### config.mk
export PLATFORM = sky130hd
export DESIGN_NAME = mux_nto1_stream
export DESIGN_NICKNAME = d
export VERILOG_FILES = /design/src/rtl/mux_nto1_stream.sv
export SDC_FILE = /design/constraint.sdc
export NUM_CORES = 1
export LEC_CHECK = 0
export CORE_MARGIN = 2
export CORE_UTILIZATION = 41
export DETAILED_ROUTE_END_ITERATION = 8
export PLACE_DENSITY = 0.89
export SYNTH_ARGS = -nofsm -noshare
export SYNTH_HDL_FRONTEND = slang
export SYNTH_SLANG_ARGS = --single-unit
### constraint.sdc
create_clock -name clk -period 2.4 [get_ports clk]
set_clock_uncertainty 0.05 [all_clocks]
set_input_delay 0.24 -clock clk [delete_from_list [all_inputs] [get_ports clk]]
set_output_delay 0.24 -clock clk [all_outputs]
set_load 0.1 [all_outputs]
### src/rtl/mux_nto1_stream.sv
// N-to-1 valid/ready stream multiplexer with a single registered output stage.
// Channel choice is either an external select or a round-robin search.
module mux_nto1_stream #(
    parameter int unsigned WIDTH = 4,
    parameter int unsigned N     = 4,
    localparam int unsigned SEL_W = $clog2(N)
) (
    input  logic                 clk,
    input  logic                 rst,
    input  logic [N*WIDTH-1:0]   Data_in,
    input  logic [N-1:0]         Valid_in,
    output logic [N-1:0]         Ready_in,
    input  logic [SEL_W-1:0]     Sel,
    input  logic                 Mode,
    output logic [WIDTH-1:0]     Data_out,
    output logic                 Valid_out,
    input  logic                 Ready_out,
    output logic [SEL_W-1:0]     Grant
);

    logic [WIDTH-1:0] din [N];
    logic [SEL_W-1:0] ptr;
    logic [SEL_W-1:0] cand;
    logic             cand_vld;
    logic [SEL_W-1:0] idx;
    logic             load_en;
    logic             xfer;

    for (genvar i = 0; i < N; i++) begin : g_unpack
        assign din[i] = Data_in[i*WIDTH +: WIDTH];
    end

    assign load_en = !Valid_out || Ready_out;

    // Candidate channel: external select, or first valid channel after ptr
    always_comb begin
        cand     = '0;
        cand_vld = 1'b0;
        idx      = '0;
        if (!Mode) begin
            if (32'(Sel) < N) begin
                cand     = Sel;
                cand_vld = 1'b1;
            end
        end else begin
            for (int unsigned k = 1; k <= N; k++) begin
                idx = SEL_W'((32'(ptr) + k) % N);
                if (!cand_vld && Valid_in[idx]) begin
                    cand     = idx;
                    cand_vld = 1'b1;
                end
            end
        end
    end

    // Only the candidate sees ready; nothing is accepted while in reset
    always_comb begin
        Ready_in = '0;
        if (cand_vld && !rst) begin
            Ready_in[cand] = load_en;
        end
    end

    assign xfer = cand_vld && !rst && load_en && Valid_in[cand];

    always_ff @(posedge clk) begin
        if (rst) begin
            Data_out  <= '0;
            Valid_out <= 1'b0;
            Grant     <= '0;
            ptr       <= SEL_W'(N - 1);
        end else if (load_en) begin
            if (xfer) begin
                Data_out  <= din[cand];
                Grant     <= cand;
                Valid_out <= 1'b1;
                if (Mode) begin
                    ptr <= cand;
                end
            end else begin
                Valid_out <= 1'b0;
            end
        end
    end

endmodule

### Yosys cells after proc, flatten, opt, wreduce, memory -nomap -nowiden

Cells that the tools add are included.

| word-level totals | value |
|---|---|
| output and inout port bits | 11 |
| input bits | 26 |
| register bits | 9 |

| operators by class | value |
|---|---|
| bitwise gates (word level) | 2 |
| muxes and demuxes | 30 |
| add/sub/neg operators | 4 |
| reduce and logical (&&, ||, !) cells | 15 |
| order comparisons | 7 |

Operator list:

| operator | count |
|---|---|
| less-than comparator 2 x 3 -> 1 bit (second input constant) | 5 |
| 2-to-1 mux 1 bit | 15 |
| 2-to-1 mux 4 bit | 3 |
| binary-select mux 1 bit (select 2 bit) | 5 |
| 2-to-1 mux 2 bit | 5 |
| binary-select mux 4 bit (select 2 bit) | 1 |
| logical AND 1 bit | 7 |
| zero test 1 bit | 5 |
| adder 2 x 1 -> 2 bit (second input constant) | 2 |
| adder 2 bit (second input constant) | 2 |
| AND 4 bit | 1 |
| greater-or-equal comparator 3 bit (second input constant) | 1 |
| NOT 2 -> 3 bit | 1 |
| AND reduction 3 bit | 1 |
| demux 1 bit (select 2 bit) | 1 |
| greater-or-equal comparator 2 x 1 -> 1 bit (second input constant) | 1 |
| AND reduction 2 bit | 1 |
| logical OR 1 bit | 1 |

### Longest topological paths before layout

| depth | value |
|---|---|
| depth in word-level cells | 23 |
| depth in mapped cells | 7 |
| gate-level depth less buffers | 5 |

### Worst setup path after synthesis

OpenSTA, ideal clock, no wires.

| timing | value |
|---|---|
| kind | reg-to-output |
| start | reg Valid_out |
| end | out Ready_in[2] |
| required time | 2.110 ns |
| arrival time | 2.771 ns |
| stages on the path, launching flop included | 6 |
| setup slack | -0.661 ns |
| buffers on the path | 0 |
| path through | dfxtp_1 -> nand2b_1 -> nor2b_1 -> and2_1 -> nand2_1 -> a21oi_1 |

| on the way | value |
|---|---|
| longest elaborated chain between the ends | 4 |

Ends and longest elaborated chain:

| what | line | source |
|---|---|---|
| start: declaration | 16 | `output logic Valid_out,` |
| start signal: assignment | 69 | `Valid_out <= 1'b0;` |
| start signal: assignment | 76 | `Valid_out <= 1'b1;` |
| start signal: assignment | 81 | `Valid_out <= 1'b0;` |
| zero test 1 bit | 33 | `assign load_en = !Valid_out \|\| Ready_out;` |
| logical OR 1 bit | 33 |  |
| AND 4 bit (no source line) | -- |  |
| 2-to-1 mux 4 bit | 59 | `if (cand_vld && !rst) begin` |
| end: declaration | 12 | `output logic [N-1:0] Ready_in,` |

Every way passes these cells.

### Worst setup path after layout

| timing | value |
|---|---|
| start | in Valid_in[1] |
| end | out Ready_in[0] |

| on the way | value |
|---|---|
| longest elaborated chain between the ends | 22 |
| elaborated cells between the ends (all ways) | 35 |
| those cells by class | order compare (2); mux (24); bitwise (1); reduce/logical (8) |

Ends and longest elaborated chain:

| what | line | source |
|---|---|---|
| start: declaration | 11 | `input logic [N-1:0] Valid_in,` |
| binary-select mux 1 bit (select 2 bit) | 48 | `if (!cand_vld && Valid_in[idx]) begin` |
| 2-to-1 mux 1 bit (not written as such) | 48 |  |
| 2-to-1 mux 1 bit | 48 |  |
| 2-to-1 mux 1 bit | 40 | `if (!Mode) begin` |
| zero test 1 bit | 48 |  |
| logical AND 1 bit | 48 |  |
| 2-to-1 mux 1 bit | 48 |  |
| 2-to-1 mux 1 bit | 40 |  |
| (+6 left out) | -- |  |
| 2-to-1 mux 2 bit | 48 |  |
| 2-to-1 mux 2 bit | 40 |  |
| less-than comparator 2 x 3 -> 1 bit (not written as such) / greater-or-equal comparator 2 x 1 -> 1 bit (equally long branches) | 60 | `Ready_in[cand] = load_en;` |
| logical AND 1 bit (not written as such) | 60 |  |
| 2-to-1 mux 1 bit (not written as such) | 60 |  |
| demux 1 bit (select 2 bit) | 60 |  |
| AND 4 bit (no source line) | -- |  |
| 2-to-1 mux 4 bit (*) | 59 |  |

Every way passes the cells marked *; elsewhere a longest branch is shown, timed or not. The select of a mux whose other input is x is not followed.

==> results <==
## final cells by class
cell class | instances | area, um^2 | share of cell area [%]
Multi-Input combinational cell | 72 | 519.2 | 43.55
Timing Repair Buffer | 44 | 442.9 | 37.15
Sequential cell | 9 | 180.2 | 15.11
Clock buffer | 4 | 26.28 | 2.204
Tap cell | 16 | 20.02 | 1.679
Inverter | 1 | 3.754 | 0.3148
## metal layers
metal	up-vias	part of all wire (%)	track usage [%]
met3	0	9.5	10.40
met4	0	0	2.353
met1	409	39	24.08
met2	37	52	42.32
li1	419	-	-
met5	-	0	0
## per-stage QoR
step	TNS, ns	worst slack [ns]
6_report	0	0.09256
5_1_grt	0	0.02435
4_1_cts	0	0.01736
3_5_place_dp	0	0.01978
3_3_place_gp	0	0.06335
2_1_floorplan	-0.06582	-0.05770
## cell families (layout without fill, tap and decap cells)
group	count (synthesis)	count (layout)	synth area share (%)
multiplexers	4	4	5.850
AND/OR/NAND/NOR	38	38	30.17
buffers and inverters	5	49	2.741
AO/OA/AOI/OAI	30	30	34.92
flip-flops	9	9	26.33
## Yosys cell counts
library cell   n  area, um^2
nor3b_1        1       7.510
or2_1          1       6.260
nor2_1        10       37.54
nand2b_1       3       18.77
nand2_1        5       18.77
a21oi_1        5       25.02
nand3b_1       4       30.03
buf_1          1       3.750
nor3_1         2       10.01
nor2b_1        1       6.260
a211o_1        2       17.52
mux2i_1        4       40.04
o21ai_0        1       5.000
a311oi_1       1       8.760
clkbuf_1       3       11.26
o31ai_1        5       37.54
a311o_1        1       10.01
or2b_1         2       15.01
o32ai_1        1       8.760
o32a_1         1       10.01
o211ai_1       3       22.52
and2_1         9       56.30
a221oi_1       8       70.07
dfxtp_1        9       180.2
inv_1          1       3.750
o21ai_4        1       16.27
a21boi_0       1       7.510
## what timing repair did
action / 4_1_cts / 5_1_grt
hold buffers: 0 / 0
gates resized for setup: 0 / 3
setup endpoints to repair: 0 / 3
setup buffers: 0 / 2
## flip-flops by register name, indices dropped and copies added, names as in the netlist
signal     count
Data_out       4
Grant          2
Valid_out      1
ptr            2
## report_power, final
part | total (W) | switching [W] | internal [W]
registers | 0.000179 | 0.0000119 | 0.000167
logic | 0.000353 | 0.000224 | 0.000129
clock network | 0.000119 | 0.0000545 | 0.0000642
## worst max-delay path, delay by kind of cell
family / cells / cell delay [ns]
buffers and inverters: 2 / 0.67
AND/OR/NAND/NOR: 2 / 0.39
AO/OA/AOI/OAI: 2 / 0.71
## worst min-delay path by stage
stage	to	cells after the start
final	Grant[1]	2
after global routing	Grant[1]	2
after CTS	Grant[1]	2
after detailed placement	Grant[1]	2
after global placement	Grant[1]	2
after floorplan	Valid_out	2
==> flow_metrics.tcl <==
set metrics [dict create \
    status "finished clean" \
    rsz0062_at_grt "no" \
    htree_levels 1 \
    max_freq_mhz 433.4 \
    grt_max_degree 11 \
    crit_slowest_cell "clkdlybuf4s50_1" \
    final-hold-violation-count 0 \
    period_needed_ns 2.307 \
    cts_buffers 3 \
    ys_types 27 \
    path_clk_slew_ns 0.06 \
    dp_hpwl_mm 1.684 \
    hp-start "Grant[1]" \
    grt_pass1_vias 836 \
    cts_tree "built" \
    worstPathArrival_ns 2.02 \
    fp.coreArea_um2 1541 \
    power_density_nw_per_um2 545.3 \
    crit_type "primary input to primary output" \
    total_power_w 0.0006502 \
    dr_total_vias 865 \
    peakVddDrop_mv 0.4459 \
    ys_ff_latch 9 \
    r2r-start "ptr[1]" \
    placementRows 14 \
    synthCells 86 \
    layout.nets 157 \
    die_area_um2 2012 \
    worst_hold_slack_ns 0.4075 \
    wl_mm 2.147 \
    final_cell_count_no_fill 146 \
    track_usage_pct 22.70 \
    syn_area_per_cell_um2 7.958 \
    port_buffers 36 \
    die_width_um 44.86 \
    fin_util_pct 77.35 \
    cts_root_buffer "clkbuf_4" \
    ys_warn_count 0 \
    clk_latency_ns 0.26 \
    layout_common_cells "25 x clkdlybuf4s50_1, 15 x buf_4, 9 x dfxtp_1, 9 x and2_1" \
    gp_congestion 0.8354 \
    post_drt_wl_per_cell_um 14.71 \
    stdcell_area_um2 1192 \
    placed_area_um2 1142 \
    regToRegSetupSlack_ns 0.52 \
    cp_max_fo 7 \
    cp_slowest_stage_delay_ns 0.50 \
    start_kind "primary input" \
    r2r_cells 6 \
    cp_cell_sequence "clkdlybuf4s50_1 > or2_1 > a311o_1 > o21ai_4 > nor2_2 > buf_12" \
    cp.required_ns 2.11 \
    final.period_utilization_pct 96.14 \
    clock-sinks 9 \
    timing.rr.end "Data_out[3]" \
    seq_area_frac_synth_pct 26.33 \
    dr.pass1.iters 4 \
    grt_pass1_wl_mm 3.401 \
    crit_start "Valid_in[1]" \
    initialDrtViolationCount 29 \
    tightestPinTransition_ns 0.6639 \
    final_max_slew_viol_count 0 \
    syn-cell-area_um2 684.4 \
    setup_viol 0 \
    p_leak_nw 0.4558 \
    area_growth_pct 74.22 \
    dpl.cell_count 140 \
    max-cap-violations 0 \
    initial_core_util_pct 44.40 \
    drive_gt1_share_pct 22.31 \
    layout_commonest_cell "clkdlybuf4s50_1" \
    cp-end-kind "primary output" \
    via_per_inst 5.925 \
    syn-num-nets 112 \
    drc 0 \
    io_pins 37 \
    cts_buffer_depth 2 \
    grt_antenna_before_repair 0 \
    grt.overflow.total 0 \
    min_path_type "register to register" \
    diodes 0 \
    fill_cells 116 \
    crit_end "Ready_in[0]" \
    slew-limit-headroom_pct 55.54 \
    die_y_um 44.86 \
    ant_nets 0 \
]
No activity file was read; power rests on OpenSTA's default activity.
